$ cat src/rtl/fifo_drain_rd.sv
// fifo_drain_rd: read-side drain engine for the 16-bit synchronous FIFO.
// Pops words through the FIFO readp/emptyp/dout handshake, absorbs the
// one-cycle registered-dout latency in a small circular buffer and presents
// the words on a valid/ready stream at one word per clock.
// Optional feature macro: FIFO_DRAIN_PARITY_EN adds out_parity, the XOR of
// out_data, computed when the word is captured and stored alongside it.
module fifo_drain_rd #(
    parameter int unsigned DATA_W    = 16,
    parameter int unsigned BUF_DEPTH = 3,
    parameter int unsigned CNT_W     = 16
) (
    input  logic              clk,
    input  logic              rstp,
    input  logic              drain_en,
    input  logic              fifo_emptyp,
    input  logic [DATA_W-1:0] fifo_dout,
    output logic              fifo_readp,
    output logic [DATA_W-1:0] out_data,
    output logic              out_valid,
    input  logic              out_ready,
    output logic              busy,
    output logic [CNT_W-1:0]  word_cnt
`ifdef FIFO_DRAIN_PARITY_EN
    ,
    output logic              out_parity
`endif
);

    // BUF_DEPTH is limited to 2..4, so two pointer bits and three
    // occupancy bits always suffice (occ + inflight never exceeds 5).
    localparam int unsigned PTR_W = (BUF_DEPTH > 2) ? 2 : 1;
    localparam int unsigned OCC_W = 3;
    localparam logic [PTR_W-1:0] PTR_LAST  = PTR_W'(BUF_DEPTH - 1);
    localparam logic [OCC_W-1:0] DEPTH_OCC = OCC_W'(BUF_DEPTH);

    typedef enum logic [1:0] {
        IDLE   = 2'd0,
        ACTIVE = 2'd1,
        FLUSH  = 2'd2
    } state_e;

    state_e             state_q, state_d;
    logic               inflight_q, inflight_d;
    logic [OCC_W-1:0]   occ_q, occ_d;
    logic [PTR_W-1:0]   wr_ptr_q, wr_ptr_d;
    logic [PTR_W-1:0]   rd_ptr_q, rd_ptr_d;
    logic [CNT_W-1:0]   cnt_q, cnt_d;
    logic [DATA_W-1:0]  mem_q [BUF_DEPTH];
    logic [DATA_W-1:0]  mem_d [BUF_DEPTH];
`ifdef FIFO_DRAIN_PARITY_EN
    logic               par_q [BUF_DEPTH];
    logic               par_d [BUF_DEPTH];
`endif

    logic               room;
    logic               capture;
    logic               xfer;
    logic               drained;

    // Pop request, stream outputs and buffer/pointer/counter next values.
    always_comb begin
        room       = (occ_q + OCC_W'(inflight_q)) < DEPTH_OCC;
        fifo_readp = drain_en & ~fifo_emptyp & room & ~rstp;
        out_valid  = (occ_q != '0);
        out_data   = mem_q[rd_ptr_q];
        busy       = (state_q != IDLE);
        word_cnt   = cnt_q;
`ifdef FIFO_DRAIN_PARITY_EN
        out_parity = par_q[rd_ptr_q];
`endif

        capture    = inflight_q;
        xfer       = out_valid & out_ready;
        drained    = (occ_q == '0) & ~inflight_q;

        inflight_d = fifo_readp;
        mem_d      = mem_q;
`ifdef FIFO_DRAIN_PARITY_EN
        par_d      = par_q;
`endif
        wr_ptr_d   = wr_ptr_q;
        rd_ptr_d   = rd_ptr_q;
        occ_d      = occ_q;
        cnt_d      = cnt_q;

        if (capture) begin
            mem_d[wr_ptr_q] = fifo_dout;
`ifdef FIFO_DRAIN_PARITY_EN
            par_d[wr_ptr_q] = ^fifo_dout;
`endif
            wr_ptr_d = (wr_ptr_q == PTR_LAST) ? '0 : wr_ptr_q + 1'b1;
        end
        if (xfer) begin
            rd_ptr_d = (rd_ptr_q == PTR_LAST) ? '0 : rd_ptr_q + 1'b1;
            cnt_d    = cnt_q + 1'b1;
        end
        // Capture and transfer in the same cycle leave occupancy unchanged.
        if (capture && !xfer) begin
            occ_d = occ_q + 1'b1;
        end else if (!capture && xfer) begin
            occ_d = occ_q - 1'b1;
        end
    end

    // Next-state logic for the IDLE / ACTIVE / FLUSH controller.
    always_comb begin
        state_d = state_q;
        unique case (state_q)
            IDLE: begin
                if (drain_en && !fifo_emptyp) begin
                    state_d = ACTIVE;
                end
            end
            ACTIVE: begin
                if (!drain_en) begin
                    state_d = FLUSH;
                end else if (fifo_emptyp && drained) begin
                    state_d = IDLE;
                end
            end
            FLUSH: begin
                if (drain_en) begin
                    state_d = ACTIVE;
                end else if (drained) begin
                    state_d = IDLE;
                end
            end
            default: state_d = IDLE;
        endcase
    end

    // State, pointer, counter and buffer registers; reset drops any pop in flight.
    always_ff @(posedge clk) begin
        if (rstp) begin
            state_q    <= IDLE;
            inflight_q <= 1'b0;
            occ_q      <= '0;
            wr_ptr_q   <= '0;
            rd_ptr_q   <= '0;
            cnt_q      <= '0;
            for (int unsigned i = 0; i < BUF_DEPTH; i++) begin
                mem_q[i] <= '0;
`ifdef FIFO_DRAIN_PARITY_EN
                par_q[i] <= 1'b0;
`endif
            end
        end else begin
            state_q    <= state_d;
            inflight_q <= inflight_d;
            occ_q      <= occ_d;
            wr_ptr_q   <= wr_ptr_d;
            rd_ptr_q   <= rd_ptr_d;
            cnt_q      <= cnt_d;
            mem_q      <= mem_d;
`ifdef FIFO_DRAIN_PARITY_EN
            par_q      <= par_d;
`endif
        end
    end

endmodule

$ cat config.mk
export PLATFORM = sky130hd
export DESIGN_NAME = fifo_drain_rd
export DESIGN_NICKNAME = d
export VERILOG_FILES = /design/src/rtl/fifo_drain_rd.sv
export SDC_FILE = /design/constraint.sdc
export NUM_CORES = 1
export LEC_CHECK = 0
export BUFFER_PORTS_ARGS = -buffer_cell sky130_fd_sc_hd__buf_2
export CAP_MARGIN = 10
export CORE_MARGIN = 5
export CORE_UTILIZATION = 40
export CTS_CLUSTER_SIZE = 8
export DETAILED_ROUTE_END_ITERATION = 8
export GPL_TIMING_DRIVEN = 0
export HOLD_SLACK_MARGIN = 0.1
export PLACE_DENSITY_LB_ADDON = 0.12
export REMOVE_ABC_BUFFERS = 1
export SETUP_SLACK_MARGIN = 0.5
export SLEW_MARGIN = 20
export SYNTH_ARGS = -nofsm -noshare
export SYNTH_HDL_FRONTEND = slang
export SYNTH_SLANG_ARGS = --single-unit
$ cat constraint.sdc
create_clock -name clk -period 2.52 [get_ports clk]
set_clock_uncertainty 0.15 [all_clocks]
set_input_delay 0.378 -clock clk [delete_from_list [all_inputs] [get_ports clk]]
set_output_delay 0.378 -clock clk [all_outputs]
set_load 0.02 [all_outputs]
; ---- Word-level counts from Yosys, hierarchy flattened
; Index checks and enable logic that the tools add are counted.
[totals]
ff_bits = 74
inputBits = 21
out_inout_bits = 35
[op_classes]
addsub = 6
n_lt_le_gt_ge = 4
eq_ne = 7
n_mux = 16
n_bitwise = 10
reduce_logical = 14
[ops]
columns = op, count
row1 = $bwmux W48, 1
row2 = $mux W16, 3
row3 = $bmux W16 S2, 1
row4 = $demux W16 S2, 1
row5 = $add A16 B1 Y16 const B, 1
row6 = $mux W2, 7
row7 = $eq A2 B2 Y1 const B, 3
row8 = $ge A3 B3 Y1 const B, 2
row9 = $mux W3, 2
row10 = $ne A3 B3 Y1 const B, 2
row11 = $not A2 Y3, 2
row12 = $pmux W2 S3, 1
row13 = $and A1 B1 Y1, 5
row14 = $logic_and A1 B1 Y1, 5
row15 = $add A2 B1 Y2 const B, 2
row16 = $reduce_bool A2 Y1, 2
row17 = $add A3 B1 Y3, 1
row18 = $add A3 B1 Y3 const B, 1
row19 = $logic_not A1 Y1, 3
row20 = $logic_not A3 Y1, 1
row21 = $lt A3 B1 Y1 const B, 1
row22 = $lt A3 B2 Y1 const B, 1
row23 = $not A1 Y1, 3
row24 = $reduce_and A3 Y1, 1
row25 = 5 further kinds, 5

; ---- Logic depth before layout (Yosys ltp)
; Gate-level depths: netlist of run 1.
[logic_depth]
word_depth = 6
depth_mapped = 8
depth_no_buf = 7

; ---- Least setup slack after synthesis of run 1
; OpenSTA, ideal clock, no wires.
[synth_timing]
path_kind = register to output
startpoint = register occ_q[0]
endpoint = output fifo_readp
t_arrival_ps = 1971
setup_slack_ps = 21
stages_incl_launch_ff = 5
n_path_buf = 0
path_cell_list = dfxtp_1 ha_1 ha_1 xor2_1 a2111oi_0
[synth_between]
elab_chain_len = 4
[synth_lines]
columns = element, line
row1 = from (decl), 44  ; logic [OCC_W-1:0] occ_q, occ_d;
row2 = from (signal assigned), 137  ; occ_q <= '0;
row3 = from (signal assigned), 150  ; occ_q <= occ_d;
row4 = $add A3 B1 Y3, 62  ; room = (occ_q + OCC_W'(inflight_q)) < DEPTH_OCC;
row5 = $lt A3 B2 Y1, 62
row6 = $and A1 B1 Y1 (2 in series), 63  ; fifo_readp = drain_en & ~fifo_emptyp & room & ~rstp;
row7 = to (decl), 17  ; output logic fifo_readp,
; Every way passes these cells.

; ---- Worst setup path in the final report of run 1
[layout_timing]
startpoint = register occ_q[0]
endpoint = register occ_q[2]
[layout_between]
elab_chain_len = 5
[layout_lines]
columns = element
row1 = "parallel branches: the longest is 5 deep, another holds $sub A3 B1 Y3"
; Several ways; the timed one is not identified. The select of a mux whose other input is x is not followed.
; A chain may end at the register's enable or synchronous reset.

==> results of run 1 <==
## synthesized netlist by cell type (all sizes together) (3+ instances only)
cell	count	share of area [%]
o31ai	5	1.2
nor3	3	0.47
ha	4	1.6
or2	3	0.59
clkbuf	25	2.9
xor2	9	2.5
or3	5	1.0
o21ai	20	3.1
nor2	14	1.6
nand3	6	0.94
nand2b	4	0.79
or4	4	0.94
dfxtp	74	47
nand2	121	14
xnor2	3	0.82
mux2i	17	5.3
nand4	4	0.98
a21oi	61	9.6
## kinds of logic after synthesis
logic type	after synthesis
XOR/XNOR	12
multiplexers	17
adder cells (fa/ha/maj)	5
AND/OR/NAND/NOR	174
buffers and inverters	29
AO/OA/AOI/OAI	91
flip-flops	74
## metal layers
| layer | routed length (µm) | track usage [%] | part of all wire (%) |
|---|---|---|---|
| met5 | 0 | 0 | 0 |
| met4 | 70 | 4.10 | 0.89 |
| met3 | 384 | 5.05 | 4.9 |
| met2 | 3750 | 27.0 | 48 |
| met1 | 3690 | 21.1 | 47 |
## registers in the layout (all words and copies together), names as in the netlist
name,count
wr_ptr_q,2
mem_q,48
rd_ptr_q,2
occ_q,3
word_cnt,16
capture,1
state_q,2
## worst register-to-register path, delay by kind of cell, from the launching register on
family | cells | cell delay, ns
DFF | 1 | 0.36
and+or+nand+nor | 1 | 0.32
xor gates and xnor gates | 1 | 0.16
AOI/OAI and AO/OA | 2 | 0.32
adders and majority gates | 2 | 0.59
buffers and inverters | 2 | 0.21
## per-stage QoR
step / TNS, ns / setup slack, ns / power, mW
after global placement: -10.49 / -0.514 / 1.82
after global routing: 0 / 0.237 / 3.16
final: 0 / 0.355 / 2.99
after CTS: 0 / 0.358 / 3.00
after detailed placement: -0.753 / -0.176 / 1.84
after floorplan: -0.133 / -0.133 / 1.64
## layout make-up
class	instances	share of cell area, %
multi-input cells	299	42.4
flip-flops and latches	74	37.9
repair buffers	70	10.8
clock buffers	11	3.57
well taps	102	3.23
clock inverters	5	1.96
inverters	2	0.190
## power groups by stage
stage | combinational (mW) | clock, mW | sequential, mW
finish | 0.677 | 1.01 | 1.31
floorplan | 0.302 | 0 | 1.34
global placement | 0.460 | 0 | 1.36
CTS | 0.642 | 1.04 | 1.32
detailed placement | 0.479 | 0 | 1.37
global route | 0.749 | 1.09 | 1.32
## worst max path at each step
| stage | slack, ns | startpoint | endpoint | cells past startpoint |
|---|---|---|---|---|
| 5_1_grt | 0.24 | occ_q[0]$_SDFFE_PP0P_ | occ_q[2]$_SDFFE_PP0P_ | 8 |
| 4_1_cts | 0.36 | occ_q[0]$_SDFFE_PP0P_ | fifo_readp | 4 |
| 6_report | 0.35 | occ_q[0]$_SDFFE_PP0P_ | occ_q[2]$_SDFFE_PP0P_ | 8 |
| 2_1_floorplan | -0.13 | occ_q[0]$_SDFFE_PP0P_ | occ_q[2]$_SDFFE_PP0P_ | 7 |
| 3_5_place_dp | -0.18 | occ_q[0]$_SDFFE_PP0P_ | occ_q[2]$_SDFFE_PP0P_ | 7 |
| 3_3_place_gp | -0.51 | occ_q[0]$_SDFFE_PP0P_ | occ_q[2]$_SDFFE_PP0P_ | 7 |
## timing repair
item | in CTS | in global routing
setup buffers | 10 | 3
endpoints found under the setup margin | 22 | 22
gates cloned | 0 | 0
pin swaps | 6 | 1
resized for setup | 19 | 6
hold buffers | 1 | 0
hold endpoints to repair | 1 | 0
==> out/qor.yml, run 1 <==
worst_setup_path:
  crit_type: "flip-flop to flip-flop"
  max_stage_delay_ns: 0.37
  r2r_slack_ns: 0.35
  crit_slowest_cell: "fa_1"
  critPathArrivalTime_ns: 2.28
  path_cells: "buf_4 > o31ai_4 > ha_2 > inv_1 > fa_1 > xor2_1 > or3_1 > a21oi_1"
  required_ns: 2.64
  worstReg2RegStart: "occ_q[0]$_SDFFE_PP0P_"
  crit_path_start_kind: "flip-flop"
  crit_buf_inv: 2
  worstReg2RegEnd: "occ_q[2]$_SDFFE_PP0P_"
  crit_fanout: 4
  crit_family: "adder cells"
  end_kind: "flip-flop"
  reg2reg_depth: 8
power:
  ir_drop_mv: 0.447
  clock_power_share_pct: 33.7
  power_density_mw_per_mm2: 756
  p_sw_share_pct: 29.9
  power_switching_mw: 0.895
  pwr-share-comb_pct: 22.6
  power_frac_seq_pct: 43.7
  leakage_nw: 1.46
  p_int_mw: 2.10
synthesis:
  ys_ff_latch: 74
  synth_area_per_cell_um2: 7.92
  synth-compound-area-share_pct: 15.2
  synthXorXnorAreaFrac_pct: 3.30
  netlist_area_mm2: 0.00319
  synthArstFlopShare_pct: 0
  synthMuxAreaShare_pct: 5.34
  synthCells: 402
  ys_seq_area_share_pct: 46.5
  synthAdderAreaFrac_pct: 2.20
  ys_types: 37
  ys_dominant_reg_cell: "dfxtp_1"
  synth_edf_count: 0
  yosys_warnings: 0
  synth_top_family_by_area: "simple AND/OR/NAND/NOR gates"
  synth_simple_gate_area_share_pct: 24.0
worst_hold_path:
  min_path_type: "input pin to flip-flop"
  holdPathEnd: "capture$_SDFF_PP0_"
  hold_start: "fifo_emptyp"
  min_path_cells: 2
global_routing:
  grt_pass1_vias: 2705
  grt_overflow: 0
  grt_pass1_wl_um: 13000
  antenna_found_initial: 0
  grt_max_degree: 74
  grt_usage_pct: 16.4
detailed_routing:
  drcViolationCount: 0
  dr.pass1.iters: 4
  vias: 2831
  drt_iter0_markers: 126
  avgViaCountPerCell: 5.03
  wl_um: 7900
  wl_per_cell_um: 14.0
  ant_nets: 0
cts:
  clk_pin_slew_ns: 0.07
  root_buffer: "clkbuf_8"
  clock-sinks: 74
  clk_latency_ns: 0.34
  clockBufferDepth: 2
  cts_tree: "done"
  numCtsBuffers: 9
  h-tree-depth: 3
place:
  hpwl_um: 4690
  gp_congestion: 0.718
  port_buffers: 55
  placed_area_mm2: 0.00352
  dp.cells: 533
sta:
  rsz0062_at_grt: "true"
  worst_pin_slew_ns: 0.834
  min_period_over_period_pct: 85.9
  whs_ns: 0.123
  slew_headroom_pct: 44.3
  drv_slew: 0
  period_needed_ns: 2.17
  hold_viol_final: 0
  setup_viol: 0
  fmax_mhz: 462
finish:
  fin_util_pct: 51.2
  instances_no_fill: 563
  final_cell_mix: "nand2_1, dfxtp_1, a21oi_1"
  multi_input_area_mm2: 0.00168
  synthToLayoutAreaGrowth_pct: 24.2
  diodes: 0
  nets: 482
  finalInstanceArea_mm2: 0.00396
  fillCellCount: 774
  layout_commonest_cell: "nand2_1"
  seq_area_mm2: 0.00150
  drive_gt1_share_pct: 23.4
floorplan:
  die_area_mm2: 0.00985
  die_h_um: 99.2
  rows: 32
  core_mm2: 0.00773
  die_w_um: 99.2
  ios: 56
  start_util_pct: 41.2
job:
  maxCapViolCount: 0
outcome:
  status: "finished, final reports clean"
Note: power is estimated with default switching activity, not from simulation.
==> run 2: changes to the inputs <==
clock period = 1.75 ns   (was 2.52 ns; I/O delays follow)
==> run 2 against run 1 <==
Against the previous run: the flow now finishes with violations (negative setup slack); critical path depth is the same; non-clock buffer count grew 62; register-to-register slack lost 0.72 ns; first-iteration DRC count grew 27%; utilization grew 19 points; global-route usage grew 3.1 points; cell area grew 38%; sequential share of layout area shrank 9.3 points; sequential cell count is the same; critical endpoint unchanged; largest power group is now combinational logic.
==> out/qor.yml, run 2 (synthesis results as in run 1) <==
outcome:
  violations: "negative setup slack"
  status: "complete, but fails checks"
power:
  power_frac_seq_pct: 35.6
  power_density_mw_per_mm2: 982
  pwr-share-comb_pct: 36.9
  p_sw_share_pct: 31.9
  p_int_mw: 3.64
  ir_drop_mv: 0.959
  leakage_nw: 2.10
  p_total_mw: 5.35
  power_switching_mw: 1.71
  clock_power_share_pct: 27.5
worst_setup_path:
  crit_fanout: 3
  end_kind: "flip-flop"
  crit_type: "flip-flop to flip-flop"
  critPathArrivalTime_ns: 2.24
  worstReg2RegStart: "occ_q[0]$_SDFFE_PP0P_"
  required_ns: 1.88
  setup.worst_path.end: "occ_q[2]$_SDFFE_PP0P_"
  reg2reg_depth: 8
  path_cells: "buf_6 > o31ai_4 > ha_4 > inv_2 > fa_2 > xor2_1 > or3_1 > a21oi_2"
  crit_slowest_cell: "dfxtp_4"
  max_stage_delay_ns: 0.35
  crit_path_start_kind: "flip-flop"
  r2r_slack_ns: -0.36
  startpoint: "occ_q[0]$_SDFFE_PP0P_"
  worstReg2RegEnd: "occ_q[2]$_SDFFE_PP0P_"
sta:
  min_period_over_period_pct: 121
  whs_ns: 0.154
  fin_ws_ns: -0.360
  period_needed_ns: 2.11
  hold_viol_final: 0
  setup_viol: 27
  slew_headroom_pct: 45.9
  drv_slew: 0
  worst_pin_slew_ns: 0.812
  rsz0062_at_grt: "true"
  fmax_mhz: 474
place:
  gp_congestion: 0.718
  hpwl_um: 4690
  pre_cts_slack_ns: -0.946
  port_buffers: 55
finish:
  fillCellCount: 590
  diodes: 0
  largest_reg_flops: 48
  synthToLayoutAreaGrowth_pct: 71.1
  nets: 549
  top_register: "mem_q"
  multi_input_area_mm2: 0.00223
  drive_gt1_share_pct: 51.9
  layout_commonest_cell: "nand2_1"
  seq_area_mm2: 0.00156
  final_cell_mix: "nand2_1, buf_6, a21oi_1"
global_routing:
  grt_overflow: 0
  antenna_found_initial: 0
  grt_pass1_vias: 3091
  grt_pass1_wl_um: 15400
  grt_max_degree: 74
  grt_usage_pct: 19.5
cts:
  root_buffer: "clkbuf_8"
  clock-sinks: 74
  numCtsBuffers: 9
  h-tree-depth: 3
  clk_latency_ns: 0.35
  cts_tree: "done"
  clk_pin_slew_ns: 0.07
  clockBufferDepth: 2
floorplan:
  ios: 56
  die_area_mm2: 0.00985
  start_util_pct: 41.2
  die_h_um: 99.2
  core_mm2: 0.00773
  rows: 32
  die_w_um: 99.2
job:
  maxCapViolCount: 0
worst_hold_path:
  hold_start: "out_ready"
  min_path_type: "input pin to flip-flop"
detailed_routing:
  vias: 3245
  dr.pass1.iters: 6
  wl_um: 10400
  ant_nets: 0
  wl_per_cell_um: 16.5
  avgViaCountPerCell: 5.15
  drcViolationCount: 0
  drt_iter0_markers: 160
[run 2: cell count changes in the layout (fill, tap and decap cells not counted), moves of 8 or more]
cell / previous run / this run
buf_2: 52 / 20
buf_4: 13 / 26
buf_6: 2 / 60
dfxtp_1: 68 / 48
dfxtp_4: 4 / 18
dlygate4sd3_1: 1 / 19
mux2i_1: 17 / 9
nand2_1: 121 / 73
nand2_2: 0 / 37
nand2_4: 0 / 10
o21ai_0: 19 / 2
o21ai_2: 0 / 11
[run 2: how the worst min path moves through the flow]
stage | end | slack (ns) | cells past startpoint
finish | word_cnt[2]$_SDFFE_PP0P_ | 0.15 | 4
global route | word_cnt[2]$_SDFFE_PP0P_ | 0.16 | 4
CTS | word_cnt[2]$_SDFFE_PP0P_ | 0.16 | 4
detailed placement | mem_q[5]$_SDFFE_PP0P_ | 0.30 | 2
global placement | mem_q[11]$_SDFFE_PP0P_ | 0.29 | 2
floorplan | mem_q[0]$_SDFFE_PP0P_ | 0.18 | 1
[run 2: area by class of cell]
class,instances,area share (%)
Multi-Input combinational cell,304,40.9
Sequential cell,74,28.6
Timing Repair Buffer,132,24.0
Clock buffer,11,2.59
Tap cell,102,2.34
Clock inverter,5,1.42
Inverter,2,0.138
[run 2: power groups by stage]
stage,Clock [mW],Combinational [mW],Sequential (mW)
after global placement,0,0.662,1.96
after detailed placement,0,0.689,1.97
final,1.47,1.98,1.90
after global routing,1.58,2.10,1.92
after floorplan,0,0.434,1.92
after CTS,1.50,1.41,1.90
[run 2: per-stage QoR]
step           cells  instance area (µm²)  setup TNS [ns]  utilization, %
3_3_place_gp     532                 3490          -46.52            45.1
2_1_floorplan    375                 3080           -8.69               -
6_report         630                 5450           -2.58            70.5
5_1_grt          630                 5450           -4.66            70.5
4_1_cts          611                 4820           -2.30            62.4
3_5_place_dp     533                 3520          -14.96            45.5
[run 2: worst max-delay path, delay by kind of cell (launching register included)]
kind	cells	cell delay [ns]
AOI/OAI and AO/OA	2	0.36
adders and majority gates	2	0.53
buffers and inverters	2	0.16
xor gates and xnor gates	1	0.16
DFF	1	0.35
and+or+nand+nor	1	0.33
[run 2: per-layer routing]
layer	GRT usage (%)	part of all wire [%]	vias to the layer above	wire length [µm]
met4	5.04	0.99	0	103
met3	4.70	4.5	10	467
li1	-	-	1615	-
met5	0	0	-	0
met2	32.8	51	69	5300
met1	25.2	44	1551	4540
[run 2: what timing repair did]
action,in CTS,in global routing
pin swaps,31,64
gates cloned,6,1
buffers inserted,37,18
endpoints found under the setup margin,109,109
endpoints found under the hold margin,51,0
gates resized for setup,177,132
hold buffers,19,0
==> run 3: changes to the inputs <==
CTS_BUF_LIST = sky130_fd_sc_hd__clkbuf_2 sky130_fd_sc_hd__clkbuf_4 sky130_fd_sc_hd__clkbuf_8   (was not set)
==> run 3 against run 2 <==
Against the previous run: the run still ends with negative setup slack left; worst hold slack is essentially flat; final cell count is the same; critical path depth stayed put; sequential cell count did not move; largest cell class unchanged; critical endpoint unchanged; clock power about the same; register-to-register slack barely moved; critical path type unchanged; routed wire length about the same.
==> out/qor.yml, run 3 (synthesis results as in run 1) <==
outcome:
  status: "complete, but fails checks"
  violations: "negative setup slack"
sta:
  drv_slew: 0
  whs_ns: 0.154
  fin_tns_setup_ns: -2.60
  hold_viol_final: 0
  period_needed_ns: 2.11
  min_period_over_period_pct: 121
  slew_headroom_pct: 46.1
  rsz0062_at_grt: "true"
  fmax_mhz: 474
  worst_pin_slew_ns: 0.808
  fin_ws_ns: -0.360
  setup_viol: 27
detailed_routing:
  wl_um: 10400
  wl_per_cell_um: 16.5
  drt_iter0_markers: 161
  ant_nets: 0
  drcViolationCount: 0
  avgViaCountPerCell: 5.16
  dr.pass1.iters: 6
  vias: 3250
worst_hold_path:
  min_path_type: "input pin to flip-flop"
  min_path_cells: 4
worst_setup_path:
  end_kind: "flip-flop"
  crit_slowest_cell: "dfxtp_4"
  crit_fanout: 3
  reg2reg_depth: 8
  crit_path_start_kind: "flip-flop"
  crit_type: "flip-flop to flip-flop"
  critPathArrivalTime_ns: 2.24
  max_stage_delay_ns: 0.35
  required_ns: 1.88
  path_cells: "buf_6 > o31ai_4 > ha_4 > inv_2 > fa_2 > xor2_1 > or3_1 > a21oi_2"
floorplan:
  rows: 32
  die_area_mm2: 0.00985
  start_util_pct: 41.2
  die_w_um: 99.2
  die_h_um: 99.2
  core_mm2: 0.00773
  ios: 56
finish:
  instances_no_fill: 630
  largest_reg_flops: 48
  layout_commonest_cell: "nand2_1"
  top_register: "mem_q"
  fin_util_pct: 70.6
  drive_gt1_share_pct: 52.1
  synthToLayoutAreaGrowth_pct: 71.2
  nets: 549
  final_cell_mix: "nand2_1, buf_6, a21oi_1"
  diodes: 0
cts:
  cts_tree: "done"
  clk_latency_ns: 0.35
  clockBufferDepth: 2
  numCtsBuffers: 9
  clk_pin_slew_ns: 0.07
  clock-sinks: 74
  h-tree-depth: 3
  root_buffer: "clkbuf_8"
global_routing:
  grt_overflow: 0
  grt_usage_pct: 19.5
  antenna_found_initial: 0
  grt_max_degree: 74
  grt_pass1_vias: 3091
  grt_pass1_wl_um: 15400
job:
  maxCapViolCount: 0
power:
  ir_drop_mv: 0.959
  leakage_nw: 2.11
  power_density_mw_per_mm2: 985
  p_total_mw: 5.37
place:
  gp_congestion: 0.718
  dp.cells: 533
  hpwl_um: 4690
  port_buffers: 55
[run 3: through the flow]
| step | cell area, µm² | setup slack [ns] |
|---|---|---|
| floorplan | 3080 | -0.903 |
| global placement | 3490 | -1.28 |
| detailed placement | 3520 | -0.946 |
| CTS | 4820 | -0.301 |
| global route | 5460 | -0.446 |
| finish | 5460 | -0.360 |
[run 3: critical path: cells and delay by family (launching register included)]
kind,cells,cell delay [ns]
flops,1,0.35
simple gates,1,0.33
buf+inv,2,0.16
fa+ha+maj,2,0.53
xor+xnor,1,0.16
compound gates,2,0.36
[run 3: what timing repair did]
item / CTS / global route
cloned: 6 / 1
setup buffers: 37 / 18
endpoints found under the hold margin: 51 / 0
hold buffers: 19 / 0
endpoints found under the setup margin: 109 / 109
gates resized for setup: 177 / 132
pin swaps: 31 / 64
[run 3: path summary, 6_finish.rpt]
| path | startpoint | slack, ns | end |
|---|---|---|---|
| max | occ_q[0]$_SDFFE_PP0P_ | -0.36 | occ_q[2]$_SDFFE_PP0P_ |
| min | out_ready | 0.15 | word_cnt[2]$_SDFFE_PP0P_ |
| max reg2reg | occ_q[0]$_SDFFE_PP0P_ | -0.36 | occ_q[2]$_SDFFE_PP0P_ |
| min reg2reg | mem_q[21]$_SDFFE_PP0P_ | 0.31 | mem_q[21]$_SDFFE_PP0P_ |
[run 3: layout make-up]
type,instances,area (µm²)
tap,102,128
fill,588,2270
multi-input combinational,304,2230
clock buffer,11,145
timing repair buffer,132,1310
clock inverter,5,77.6
sequential,74,1560
inverter,2,7.51
[run 3: routing by layer]
metal,GRT usage (%),up-vias,part of all wire [%]
li1,-,1614,-
met1,25.2,1554,43
met2,32.8,72,51
met3,4.70,10,4.6
met4,5.04,0,0.99
met5,0,-,0
[run 3: report_power, final]
group | leakage [nW] | internal (mW) | switching [mW] | total (mW)
Clock | 0.113 | 0.853 | 0.637 | 1.49
Sequential | 0.616 | 1.78 | 0.122 | 1.90
Combinational | 1.38 | 1.02 | 0.953 | 1.98
